File: config.mk
export PLATFORM = sky130hd
export DESIGN_NAME = cell_scheduler
export DESIGN_NICKNAME = d
export VERILOG_FILES = /design/src/rtl/cell_scheduler.sv
export SDC_FILE = /design/constraint.sdc
export NUM_CORES = 1
export LEC_CHECK = 0
export ABC_CLOCK_PERIOD_IN_PS = 2930
export BUFFER_PORTS_ARGS = -buffer_cell sky130_fd_sc_hd__buf_2
export CORE_ASPECT_RATIO = 1.5
export CORE_MARGIN = 4
export CORE_UTILIZATION = 52
export DETAILED_ROUTE_END_ITERATION = 10
export PLACE_DENSITY = 0.81
export SLEW_MARGIN = 20
export SYNTH_ARGS = -nofsm -noshare
export SYNTH_HDL_FRONTEND = slang
export SYNTH_SLANG_ARGS = --single-unit
File: constraint.sdc
create_clock -name clock -period 2.93 [get_ports clock]
set_input_delay 0.293 -clock clock [delete_from_list [all_inputs] [get_ports clock]]
set_output_delay 0.293 -clock clock [all_outputs]
set_load 0.02 [all_outputs]
File: src/rtl/cell_scheduler.sv
// cell_scheduler: walks every CELL_N x CELL_N cell position of an IMG_W x IMG_H
// image, issuing one request per cell to a cell processor with at most MAX_OUT
// requests in flight, then waits for every result before signalling done.
// Optional feature: define CELL_SCHED_ABORT_EN to add an 'abort' input that
// stops issuing early and drains the requests already in flight.
module cell_scheduler #(
  parameter int IMG_W   = 640,
  parameter int IMG_H   = 480,
  parameter int CELL_N  = 3,
  parameter int MAX_OUT = 4
) (
  input  logic                     clock,
  input  logic                     reset,
  input  logic                     start,
`ifdef CELL_SCHED_ABORT_EN
  input  logic                     abort,
`endif
  input  logic [3:0]               opcode_in,
  input  logic [7:0]               user_in,
  output logic                     req_valid,
  input  logic                     req_ready,
  output logic [$clog2(IMG_H)-1:0] req_row,
  output logic [$clog2(IMG_W)-1:0] req_col,
  output logic [3:0]               req_opcode,
  output logic [7:0]               req_user,
  input  logic                     rsp_valid,
  output logic                     busy,
  output logic                     done,
  output logic                     err
);

  localparam int ROW_W = $clog2(IMG_H);
  localparam int COL_W = $clog2(IMG_W);
  localparam int OUT_W = $clog2(MAX_OUT + 1);

  // Last legal top-left corner in each direction; the cell must fit in the image.
  localparam logic [ROW_W-1:0] ROW_LAST = ROW_W'(IMG_H - CELL_N);
  localparam logic [COL_W-1:0] COL_LAST = COL_W'(IMG_W - CELL_N);
  localparam logic [OUT_W-1:0] OUT_MAX  = OUT_W'(MAX_OUT);
  localparam logic [3:0]       OPC_LAST = 4'd11;

  typedef enum logic [1:0] {
    IDLE,
    ISSUE,
    DRAIN,
    DONE
  } stateT;

  stateT            state;
  logic [OUT_W-1:0] outstanding;
  logic [OUT_W-1:0] outNext;
  logic             xfer;
  logic             rspOk;
  logic             rspBad;
  logic             lastCell;
  logic             abortReq;

`ifdef CELL_SCHED_ABORT_EN
  assign abortReq = abort;
`else
  assign abortReq = 1'b0;
`endif

  // A request is offered only while issuing and a result slot is still free.
  assign req_valid = (state == ISSUE) && (outstanding < OUT_MAX);

  // Transfer/response decode and the next in-flight count; a response with
  // nothing in flight is dropped so the counter can never wrap.
  always_comb begin
    xfer     = req_valid & req_ready;
    rspOk    = rsp_valid && (outstanding != '0);
    rspBad   = rsp_valid && (outstanding == '0);
    lastCell = (req_row == ROW_LAST) && (req_col == COL_LAST);
    outNext  = outstanding;
    if (xfer && !rspOk) begin
      outNext = outstanding + OUT_W'(1);
    end else if (!xfer && rspOk) begin
      outNext = outstanding - OUT_W'(1);
    end
  end

  // Job FSM with the cell cursor, latched operands and registered status flags.
  always_ff @(posedge clock) begin
    if (reset) begin
      state       <= IDLE;
      req_row     <= '0;
      req_col     <= '0;
      req_opcode  <= '0;
      req_user    <= '0;
      outstanding <= '0;
      busy        <= 1'b0;
      done        <= 1'b0;
      err         <= 1'b0;
    end else begin
      done        <= 1'b0;
      err         <= rspBad;
      outstanding <= outNext;
      case (state)
        IDLE: begin
          if (start) begin
            if (opcode_in <= OPC_LAST) begin
              req_opcode <= opcode_in;
              req_user   <= user_in;
              req_row    <= '0;
              req_col    <= '0;
              busy       <= 1'b1;
              state      <= ISSUE;
            end else begin
              err <= 1'b1;
            end
          end
        end
        ISSUE: begin
          if (xfer) begin
            if (lastCell) begin
              state <= DRAIN;
            end else if (req_col == COL_LAST) begin
              req_col <= '0;
              req_row <= req_row + ROW_W'(1);
            end else begin
              req_col <= req_col + COL_W'(1);
            end
          end
          if (abortReq) begin
            state <= DRAIN;
          end
        end
        DRAIN: begin
          if (outNext == '0) begin
            done  <= 1'b1;
            state <= DONE;
          end
        end
        DONE: begin
          busy  <= 1'b0;
          state <= IDLE;
        end
        default: state <= IDLE;
      endcase
    end
  end

endmodule

==> results of run 1 <==
cells in the mapped netlist (all sizes together):
master / count
o41ai: 2
or2b: 1
nand3b: 1
and2: 2
nand4: 8
nor2b: 3
o31ai: 1
nor2: 27
xor2: 12
o22ai: 1
a22oi: 1
a211o: 1
a311oi: 1
o21ai: 3
a21o: 2
nand2b: 4
and3b: 2
or4: 1
nand3: 7
mux2i: 2
or3b: 1
a211oi: 4
a21oi: 20
clkbuf: 4
nor3: 7
dfxtp: 39
or3: 3
nor4b: 1
and3: 7
inv: 8
a21boi: 1
nand2: 33
xnor2: 2
ha: 12
state kept, by name, indices dropped and copies added, names as in the netlist:
signal / cells
req_col: 10
req_row: 9
req_user: 8
req_opcode: 4
outstanding: 3
state: 2
busy: 1
done: 1
err: 1
cell families (layout without fill, tap and decap cells):
| group | count (synthesis) | after routing | share of synthesized area [%] |
|---|---|---|---|
| simple gates | 108 | 108 | 28.2 |
| flops | 39 | 39 | 41.0 |
| mux | 2 | 2 | 1.05 |
| fa+ha+maj | 12 | 12 | 7.88 |
| buf+inv | 12 | 69 | 2.36 |
| compound gates | 37 | 37 | 13.1 |
| xor+xnor | 14 | 14 | 6.43 |
through the flow:
step                area, sq um  hold slack [ns]  cells  power (uW)
CTS                        2300            0.229    323        1850
finish                     2300            0.235    323        1840
floorplan                  1910            0.365    224        1290
global route               2300            0.238    323        2000
detailed placement         2210            0.446    315        1500
global placement           2210            0.439    315        1480
layer usage:
metal,wire [um],global-route usage (%)
met5,0,0
met4,67,9.05
met3,216,4.98
met2,2160,34.7
met1,1760,20.5
area by class of cell:
cell class	instances	area [sq um]	area share, %
clock buffer	5	68.8	3.00
sequential	39	781	34.0
inverter	8	30.0	1.31
timing repair buffer	53	270	11.8
multi-input combinational	173	1080	47.0
tap	42	52.6	2.29
clock inverter	3	15.0	0.654
cells in the final DEF (no fill, tap or decap), types with 2 or more instances in the layout:
cell type   n
buf_2      51
dfxtp_1    39
a21o_1      2
inv_1       8
and2_1      2
nor2_1     26
clkinv_2    3
nand2b_1    4
ha_1       12
and3b_1     2
or3_1       3
buf_4       2
a21oi_1    20
nor2b_1     3
and3_1      5
xor2_1     12
nand2_1    32
nand3_1     7
a211oi_1    4
mux2i_1     2
nor3_1      7
o21ai_0     3
clkbuf_8    5
nand4_1     8
xnor2_1     2
power breakdown:
group          switching, uW  leakage (uW)  internal (uW)
registers               74.9      0.000317            610
clock network            183     0.0000477            163
logic                    501      0.000691            307
critical path, stage by stage, from the launching register on:
cell,delay [ns]
dfxtp_1,0.39
inv_1,0.10
ha_1,0.29
and3b_1,0.25
nor3_1,0.37
a22oi_1,0.16
xnor2_1,0.19
a211o_1,0.34
a211oi_1,0.26
worst paths after layout:
check | from | endpoint | depth (start not counted)
max | state[1] | state[0] | 8
min | user_in[6] | req_user[6] | 3
max reg2reg | state[1] | state[0] | 8
min reg2reg | req_user[4] | req_user[4] | 2
==> impl_metrics.env, run 1 <==
export IMPL_status="finished, final reports clean"
export IMPL_slew_headroom_pct=64.3
export IMPL_final_util_pct=66.0
export IMPL_tns_ns=0
export IMPL_post_route_worst_setup_slack_ns=0.493
export IMPL_routed_wl_mm=4.20
export IMPL_synth_nets=253
export IMPL_synth_top_area_cell="dfxtp_1"
export IMPL_ff2ff_setup_slack_ns=0.49
export IMPL_die_w_um=57.4
export IMPL_area_growth_pct=20.6
export IMPL_cts_setup_buffers=0
export IMPL_rows=26
export IMPL_required_ns=3.13
export IMPL_worstMarginPinSlew_ns=0.531
export IMPL_postCtsHoldBufs=0
export IMPL_overflow=0
export IMPL_drive_gt1_share_pct=23.8
export IMPL_clock_sinks=39
export IMPL_clock_latency_ns=0.29
export IMPL_seq_area_frac_synth_pct=41.0
export IMPL_leakagePower_uw=0.00106
export IMPL_grt_usage_pct=19.2
export IMPL_drc_errors=0
export IMPL_io_pins=52
export IMPL_grt_setup_unrepaired="false"
export IMPL_cts_max_level=2
export IMPL_cp_max_fo=6
export IMPL_initialDrtViolationCount=57
export IMPL_cts_buffer_depth=2
export IMPL_cp_start_kind="register"
export IMPL_setup_violations=0
export IMPL_io_buffer_count=51
export IMPL_n_antenna_cell=0
export IMPL_period_share_pct=83.2
export IMPL_crit_type="reg2reg"
export IMPL_routedWlPerCell_um=13.0
export IMPL_yosysUniqueCellTypes=39
export IMPL_antenna_found_initial=0
export IMPL_hold_viol=0
export IMPL_cts_tree="yes"
export IMPL_period_needed_ns=2.44
export IMPL_max_freq_ghz=0.410
export IMPL_peakVddDrop_v=0.000526
export IMPL_crit_path_end_kind="register"
export IMPL_grt_pass1_vias=1643
export IMPL_synth_top_area_share_pct=41.0
export IMPL_ys_warn_count=0
export IMPL_die_area_sq_mm=0.00472
export IMPL_synth_seq_cells=39
export IMPL_coreArea_sq_mm=0.00348
export IMPL_synthTopCellsByArea="dfxtp_1, ha_1, nand2_1"
export IMPL_syn_cell_area_sq_mm=0.00191
export IMPL_syn_area_per_cell_sq_um=8.51
export IMPL_cts_buffers=5
export IMPL_holdCritPathClass="in2reg"
export IMPL_cap_violations=0
export IMPL_via_per_inst=5.36
export IMPL_firstDrtPassIters=4
export IMPL_clk_pin_slew_ns=0.07
export IMPL_initial_core_util_pct=54.7
export IMPL_worst_endpoint_arrival_ns=2.64
export IMPL_gp_congestion=0.835
export IMPL_cts_resized=0
export IMPL_dp_slack_ns=0.569
export IMPL_grt_pass1_wl_mm=7.04
export IMPL_ant_nets=0
export IMPL_grt_max_degree=26
export IMPL_nets=309
export IMPL_hpwl_mm=3.13
export IMPL_drv_slew=0
export IMPL_die_y_um=82.1
export IMPL_cts_root_buf="clkbuf_8"
export IMPL_vias=1730
export IMPL_fillers=320
export IMPL_power_density_mw_per_mm2=801
export IMPL_fin_skew_ns=0.00476
export IMPL_synthCells=224
Note: power is estimated with default switching activity, not from simulation.
==> inputs of run 2 (changes only) <==
--- a/config.mk
+++ b/config.mk
@@ -5,13 +5,13 @@
 export SDC_FILE = /design/constraint.sdc
 export NUM_CORES = 1
 export LEC_CHECK = 0
-export ABC_CLOCK_PERIOD_IN_PS = 2930
+export ABC_CLOCK_PERIOD_IN_PS = 2100
 export BUFFER_PORTS_ARGS = -buffer_cell sky130_fd_sc_hd__buf_2
 export CORE_ASPECT_RATIO = 1.5
 export CORE_MARGIN = 4
-export CORE_UTILIZATION = 52
+export CORE_UTILIZATION = 47
 export DETAILED_ROUTE_END_ITERATION = 10
-export PLACE_DENSITY = 0.81
+export PLACE_DENSITY = 0.78
 export SLEW_MARGIN = 20
 export SYNTH_ARGS = -nofsm -noshare
 export SYNTH_HDL_FRONTEND = slang
==> constraint.sdc (replaced) <==
create_clock -name clock -period 2.1 [get_ports clock]
set_input_delay 0.21 -clock clock [delete_from_list [all_inputs] [get_ports clock]]
set_output_delay 0.21 -clock clock [all_outputs]
set_load 0.02 [all_outputs]
==> impl_metrics.env, run 2 (same netlist as run 1, synthesis figures left out) <==
export IMPL_setup_violations=0
export IMPL_dpl_cell_area_sq_mm=0.00237
export IMPL_cts_tree="yes"
export IMPL_max_flop_register="req_col"
export IMPL_p_seq_share_pct=31.2
export IMPL_cts_max_level=2
export IMPL_grt_pass1_wl_mm=7.38
export IMPL_fillers=353
export IMPL_worst_path_stages=9
export IMPL_clock_latency_ns=0.28
export IMPL_comb_power_share_pct=50.4
export IMPL_routedWlPerCell_um=13.5
export IMPL_met1_usage_pct=20.5
export IMPL_critPathBufInv=2
export IMPL_status="finished, final reports clean"
export IMPL_power_share_clock_pct=18.5
export IMPL_critical_path_top_delay_family="simple AND/OR/NAND/NOR gates"
export IMPL_die_w_um=60.0
export IMPL_cp_start_kind="register"
export IMPL_dp_slack_ns=0.0569
export IMPL_total_power_uw=2960
export IMPL_multi_input_area_sq_mm=0.00114
export IMPL_io_buffer_count=51
export IMPL_crit_path_end="req_row[0]"
export IMPL_r2r_end="req_row[0]"
export IMPL_grt_max_degree=26
export IMPL_io_pins=52
export IMPL_via_per_inst=5.21
export IMPL_switchingPower_uw=1170
export IMPL_grt_pass1_vias=1686
export IMPL_leakagePower_uw=0.00119
export IMPL_drc_errors=0
export IMPL_crit_chain="inv_1 > ha_1 > and3b_1 > and3_4 > o41ai_4 > nand2_4 > buf_4 > or3_1 > a21oi_1"
export IMPL_slew_headroom_pct=68.8
export IMPL_max_freq_ghz=0.494
export IMPL_drive_gt1_share_pct=35.0
export IMPL_cts_root_buf="clkbuf_8"
export IMPL_critical_path_max_stage_delay_ns=0.42
export IMPL_cts_buffers=5
export IMPL_ant_nets=0
export IMPL_largest_reg_flops=10
export IMPL_grt_setup_unrepaired="true"
export IMPL_layout_cells_non_filler=348
export IMPL_drv_slew=0
export IMPL_peakVddDrop_v=0.000813
export IMPL_crit_path_end_kind="register"
export IMPL_rows=28
export IMPL_die_area_sq_mm=0.00516
export IMPL_area_growth_pct=33.9
export IMPL_required_ns=2.31
export IMPL_clk_pin_slew_ns=0.07
export IMPL_firstDrtPassIters=4
export IMPL_layout_common_cells="buf_2, dfxtp_1, nand2_1, nor2_1, buf_4"
export IMPL_post_route_cell_area_sq_mm=0.00255
export IMPL_final_common_cell="buf_2"
export IMPL_crit_type="reg2reg"
export IMPL_overflow=0
export IMPL_placed_cells=335
export IMPL_gr_usage_met3_pct=4.07
export IMPL_holdCritPathClass="in2reg"
export IMPL_rr_worst_depth=9
export IMPL_period_share_pct=96.4
export IMPL_worstMarginPinSlew_ns=0.469
export IMPL_nets=331
export IMPL_hold_viol=0
export IMPL_routed_wl_mm=4.69
export IMPL_seq_area_sq_um=792
export IMPL_hpwl_mm=3.48
export IMPL_reg_largest_list="req_col: 10 flops, req_row: 9 flops, req_user: 8 flops"
export IMPL_slowest_stage="o41ai_4"
export IMPL_worst_endpoint_arrival_ns=2.23
export IMPL_initial_core_util_pct=48.6
export IMPL_grt_met2_usage_pct=32.0
export IMPL_rr_startpoint="req_row[1]"
export IMPL_coreArea_sq_mm=0.00392
export IMPL_initialDrtViolationCount=65
export IMPL_grt_usage_pct=18.3
export IMPL_vias=1812
export IMPL_ff2ff_setup_slack_ns=0.08
export IMPL_sw_frac_of_total_pct=39.6
export IMPL_grt_busiest_layer="met2"
export IMPL_tns_ns=0
export IMPL_p_int_uw=1790
export IMPL_cap_violations=0
export IMPL_gp_congestion=0.890
export IMPL_antenna_found_initial=0
export IMPL_die_y_um=86.0
export IMPL_fin_skew_ns=0.00419
export IMPL_post_route_worst_setup_slack_ns=0.0751
export IMPL_n_antenna_cell=0
export IMPL_period_needed_ns=2.02
export IMPL_cp_max_fo=5
export IMPL_crit_path_start="req_row[1]"
export IMPL_power_density_mw_per_mm2=1160
export IMPL_clock_sinks=39
export IMPL_cts_buffer_depth=2
==> run 2: changes by cell type in the layout (fill, tap and decap cells not counted), sizes merged <==
cell	delta
buf	+22
clkbuf	+3
clkinv	-3
==> run 2: area by class of cell <==
type / count / share of cell area, %
flip-flops and latches: 39 / 31.0
clock buffers: 8 / 3.92
multi-input cells: 173 / 44.6
repair buffers: 75 / 17.1
well taps: 45 / 2.21
inverters: 8 / 1.18
==> run 2: worst reg2reg max path: stages (launching register included) <==
cell	delay [ns]
dfxtp_4	0.34
inv_1	0.04
ha_1	0.16
and3b_1	0.15
and3_4	0.16
o41ai_4	0.42
nand2_4	0.11
buf_4	0.15
or3_1	0.30
a21oi_1	0.14
==> run 2: worst min path at each step <==
| stage | start | endpoint | cells after the start |
|---|---|---|---|
| after global placement | req_user[5] | req_user[5] | 2 |
| after floorplan | reset | outstanding[2] | 1 |
| after CTS | user_in[6] | req_user[6] | 3 |
| after detailed placement | req_user[2] | req_user[2] | 2 |
| after global routing | opcode_in[0] | req_opcode[0] | 3 |
| final | user_in[6] | req_user[6] | 3 |
==> run 2: per-layer routing <==
| metal | part of all wire [%] | vias to the layer above |
|---|---|---|
| li1 | - | 930 |
| met1 | 40 | 837 |
| met2 | 53 | 35 |
| met3 | 3.8 | 10 |
| met4 | 2.6 | 0 |
| met5 | 0 | - |
==> run 2: power groups by stage <==
stage | logic, uW | registers (uW) | clock network [uW]
floorplan | 803 | 1030 | 0
global placement | 1330 | 931 | 0
detailed placement | 1360 | 936 | 0
CTS | 1370 | 919 | 563
global route | 1640 | 935 | 587
finish | 1490 | 922 | 547
==> run 2: metrics by stage <==
step / hold WS, ns / util [%]
6_report: 0.153 / 65.1
5_1_grt: 0.165 / 65.1
4_1_cts: 0.150 / 63.0
3_5_place_dp: 0.446 / 60.5
3_3_place_gp: 0.439 / 60.5
2_1_floorplan: 0.282 / -
==> run 2: what timing repair did <==
item,CTS,global route
hold buffers,0,0
resized for setup,0,11
endpoints found under the hold margin,0,0
endpoints found under the setup margin,0,6
setup buffers,0,5
==> inputs of run 3 (changes only) <==
--- a/config.mk
+++ b/config.mk
@@ -5,14 +5,16 @@
 export SDC_FILE = /design/constraint.sdc
 export NUM_CORES = 1
 export LEC_CHECK = 0
+export ABC_AREA = 1
 export ABC_CLOCK_PERIOD_IN_PS = 2100
 export BUFFER_PORTS_ARGS = -buffer_cell sky130_fd_sc_hd__buf_2
 export CORE_ASPECT_RATIO = 1.5
 export CORE_MARGIN = 4
-export CORE_UTILIZATION = 47
+export CORE_UTILIZATION = 48
 export DETAILED_ROUTE_END_ITERATION = 10
-export PLACE_DENSITY = 0.78
+export PLACE_DENSITY = 0.77
 export SLEW_MARGIN = 20
 export SYNTH_ARGS = -nofsm -noshare
 export SYNTH_HDL_FRONTEND = slang
 export SYNTH_SLANG_ARGS = --single-unit
+export TNS_END_PERCENT = 10
==> impl_metrics.env, run 3 <==
export IMPL_grt_max_degree=25
export IMPL_cts_tree="yes"
export IMPL_clock_sinks=39
export IMPL_period_share_pct=91.0
export IMPL_grt_pass1_wl_mm=8.52
export IMPL_initial_core_util_pct=51.0
export IMPL_required_ns=2.30
export IMPL_period_needed_ns=1.91
export IMPL_io_pins=52
export IMPL_syn_cell_area_sq_mm=0.00220
export IMPL_setup_violations=0
export IMPL_ant_nets=0
export IMPL_via_per_inst=5.20
export IMPL_initialDrtViolationCount=116
export IMPL_synth_compound_area_share_pct=13.6
export IMPL_synth_simple_area_share_pct=31.3
export IMPL_power_density_mw_per_mm2=1180
export IMPL_die_y_um=91.0
export IMPL_grt_usage_pct=18.0
export IMPL_largest_reg_flops=10
export IMPL_synth_top_area_share_pct=35.5
export IMPL_synth_nets=345
export IMPL_antenna_found_initial=0
export IMPL_n_antenna_cell=0
export IMPL_hpwl_mm=3.93
export IMPL_yosys_area_share_adder_pct=6.82
export IMPL_die_w_um=63.3
export IMPL_drv_slew=0
export IMPL_die_area_sq_mm=0.00576
export IMPL_grt_pass1_vias=2038
export IMPL_ys_warn_count=0
export IMPL_overflow=0
export IMPL_crit_path_end_kind="register"
export IMPL_gp_congestion=0.844
export IMPL_grt_setup_unrepaired="false"
export IMPL_synthTopCellsByArea="dfxtp_1, nand2_1, a21oi_1"
export IMPL_holdCritPathClass="in2reg"
export IMPL_max_freq_ghz=0.523
export IMPL_peakVddDrop_v=0.000732
export IMPL_syn_area_per_cell_sq_um=6.97
export IMPL_yosys_top_cells_count="nand2_1, dfxtp_1, inv_1"
export IMPL_crit_type="reg2reg"
export IMPL_synth_top_family_by_area="simple AND/OR/NAND/NOR gates"
export IMPL_rows=29
export IMPL_seq_area_frac_synth_pct=35.5
export IMPL_synth_xor_area_share_pct=3.18
export IMPL_cts_max_level=2
export IMPL_max_flop_register="req_col"
export IMPL_hold_viol=0
export IMPL_cp_start_kind="register"
export IMPL_multi_input_area_sq_mm=0.00121
export IMPL_worst_endpoint_arrival_ns=2.11
export IMPL_cts_setup_buffers=0
export IMPL_leakagePower_uw=0.00117
export IMPL_nets=402
export IMPL_cap_violations=0
export IMPL_routed_wl_mm=5.06
export IMPL_layout_common_cells="nand2_1, buf_2, dfxtp_1, inv_1, a21oi_1"
export IMPL_synth_top_area_cell="dfxtp_1"
export IMPL_cts_buffers=5
export IMPL_cp_max_fo=11
export IMPL_fin_skew_ns=0.00885
export IMPL_reg_largest_list="req_col: 10 flops, req_row: 9 flops, req_user: 8 flops"
export IMPL_clock_latency_ns=0.30
export IMPL_drc_errors=0
export IMPL_postCtsHoldBufs=0
export IMPL_slew_headroom_pct=68.8
export IMPL_cts_root_buf="clkbuf_8"
export IMPL_cts_buffer_depth=2
export IMPL_tns_ns=0
export IMPL_status="finished, final reports clean"
export IMPL_total_power_uw=3090
export IMPL_clk_pin_slew_ns=0.08
export IMPL_synthCells=316
export IMPL_fillers=449
export IMPL_worstMarginPinSlew_ns=0.468
export IMPL_firstDrtPassIters=4
export IMPL_synth_enable_flop_cells=0
export IMPL_drive_gt1_share_pct=21.9
export IMPL_routedWlPerCell_um=12.1
export IMPL_io_buffer_count=51
export IMPL_synth_main_ff_cell="dfxtp_1"
export IMPL_yosysUniqueCellTypes=30
export IMPL_area_growth_pct=19.0
export IMPL_ys_async_sr_fraction_pct=0
export IMPL_synth_seq_cells=39
export IMPL_vias=2183
export IMPL_final_common_cell="nand2_1"
export IMPL_seq_area_sq_um=781
export IMPL_coreArea_sq_mm=0.00432
export IMPL_muxShareOfSynthArea_pct=0
export IMPL_yosysMostFrequentCell="nand2_1"
run 3: cell types whose count changed after synthesis, sizes merged, moves of 9 or more:
cell and change:
a21oi +16, xor2 -9, nand2 +51, o21ai +11
nand3 +9, inv +31
run 3: routing by layer:
layer	vias up	GRT usage, %	routed length (um)
met4	0	7.93	120
met3	12	3.33	271
li1	1136	-	-
met1	969	19.3	2040
met5	-	0	0
met2	66	33.6	2640
run 3: cells by family (layout without fill, tap and decap cells):
| group | after synthesis | count (layout) |
|---|---|---|
| simple gates | 150 | 150 |
| compound gates | 56 | 56 |
| fa+ha+maj | 12 | 12 |
| flops | 39 | 39 |
| buf+inv | 51 | 109 |
| xor+xnor | 8 | 8 |
run 3: layout make-up:
type | instances | share of cell area [%]
tap | 46 | 2.20
clock inverter | 3 | 0.907
sequential | 39 | 29.8
inverter | 41 | 5.87
multi-input combinational | 226 | 46.3
clock buffer | 5 | 2.63
timing repair buffer | 60 | 12.3
run 3: final timing paths:
kind          startpoint          end  slack (ns)  cells after the start
max           req_col[1]   req_row[0]        0.19                      9
max reg2reg   req_col[1]   req_row[0]        0.19                      9
min reg2reg  req_user[4]  req_user[4]        0.45                      2
min           user_in[4]  req_user[4]        0.19                      3
run 3: critical path, stage by stage, from the launching register on:
cell and delay (ns):
dfxtp_1 0.40, inv_1 0.09, ha_1 0.13, nand3_1 0.12, nor3_4 0.30, inv_1 0.19
nand2_4 0.14, nand3_2 0.22, a21oi_1 0.19, nor2_1 0.05
run 3: what timing repair did:
item,in CTS,in global routing
hold endpoints to repair,0,0
endpoints found under the setup margin,0,3
gates resized for setup,0,2
run 3: power breakdown:
group          switching, uW  internal [uW]  total (uW)
sequential              97.0            877         974
combinational           1070            522        1600
clock                    279            237         516
run 3: through the flow:
stage | hold slack, ns | instance area [sq um] | setup WS, ns | util, % | instances
5_1_grt | 0.213 | 2620 | 0.00676 | 60.7 | 420
3_5_place_dp | 0.438 | 2520 | 0.175 | 58.4 | 412
6_report | 0.192 | 2620 | 0.188 | 60.7 | 420
4_1_cts | 0.184 | 2620 | 0.161 | 60.6 | 420
3_3_place_gp | 0.433 | 2520 | 0.172 | 58.4 | 412
2_1_floorplan | 0.360 | 2200 | 0.247 | - | 316
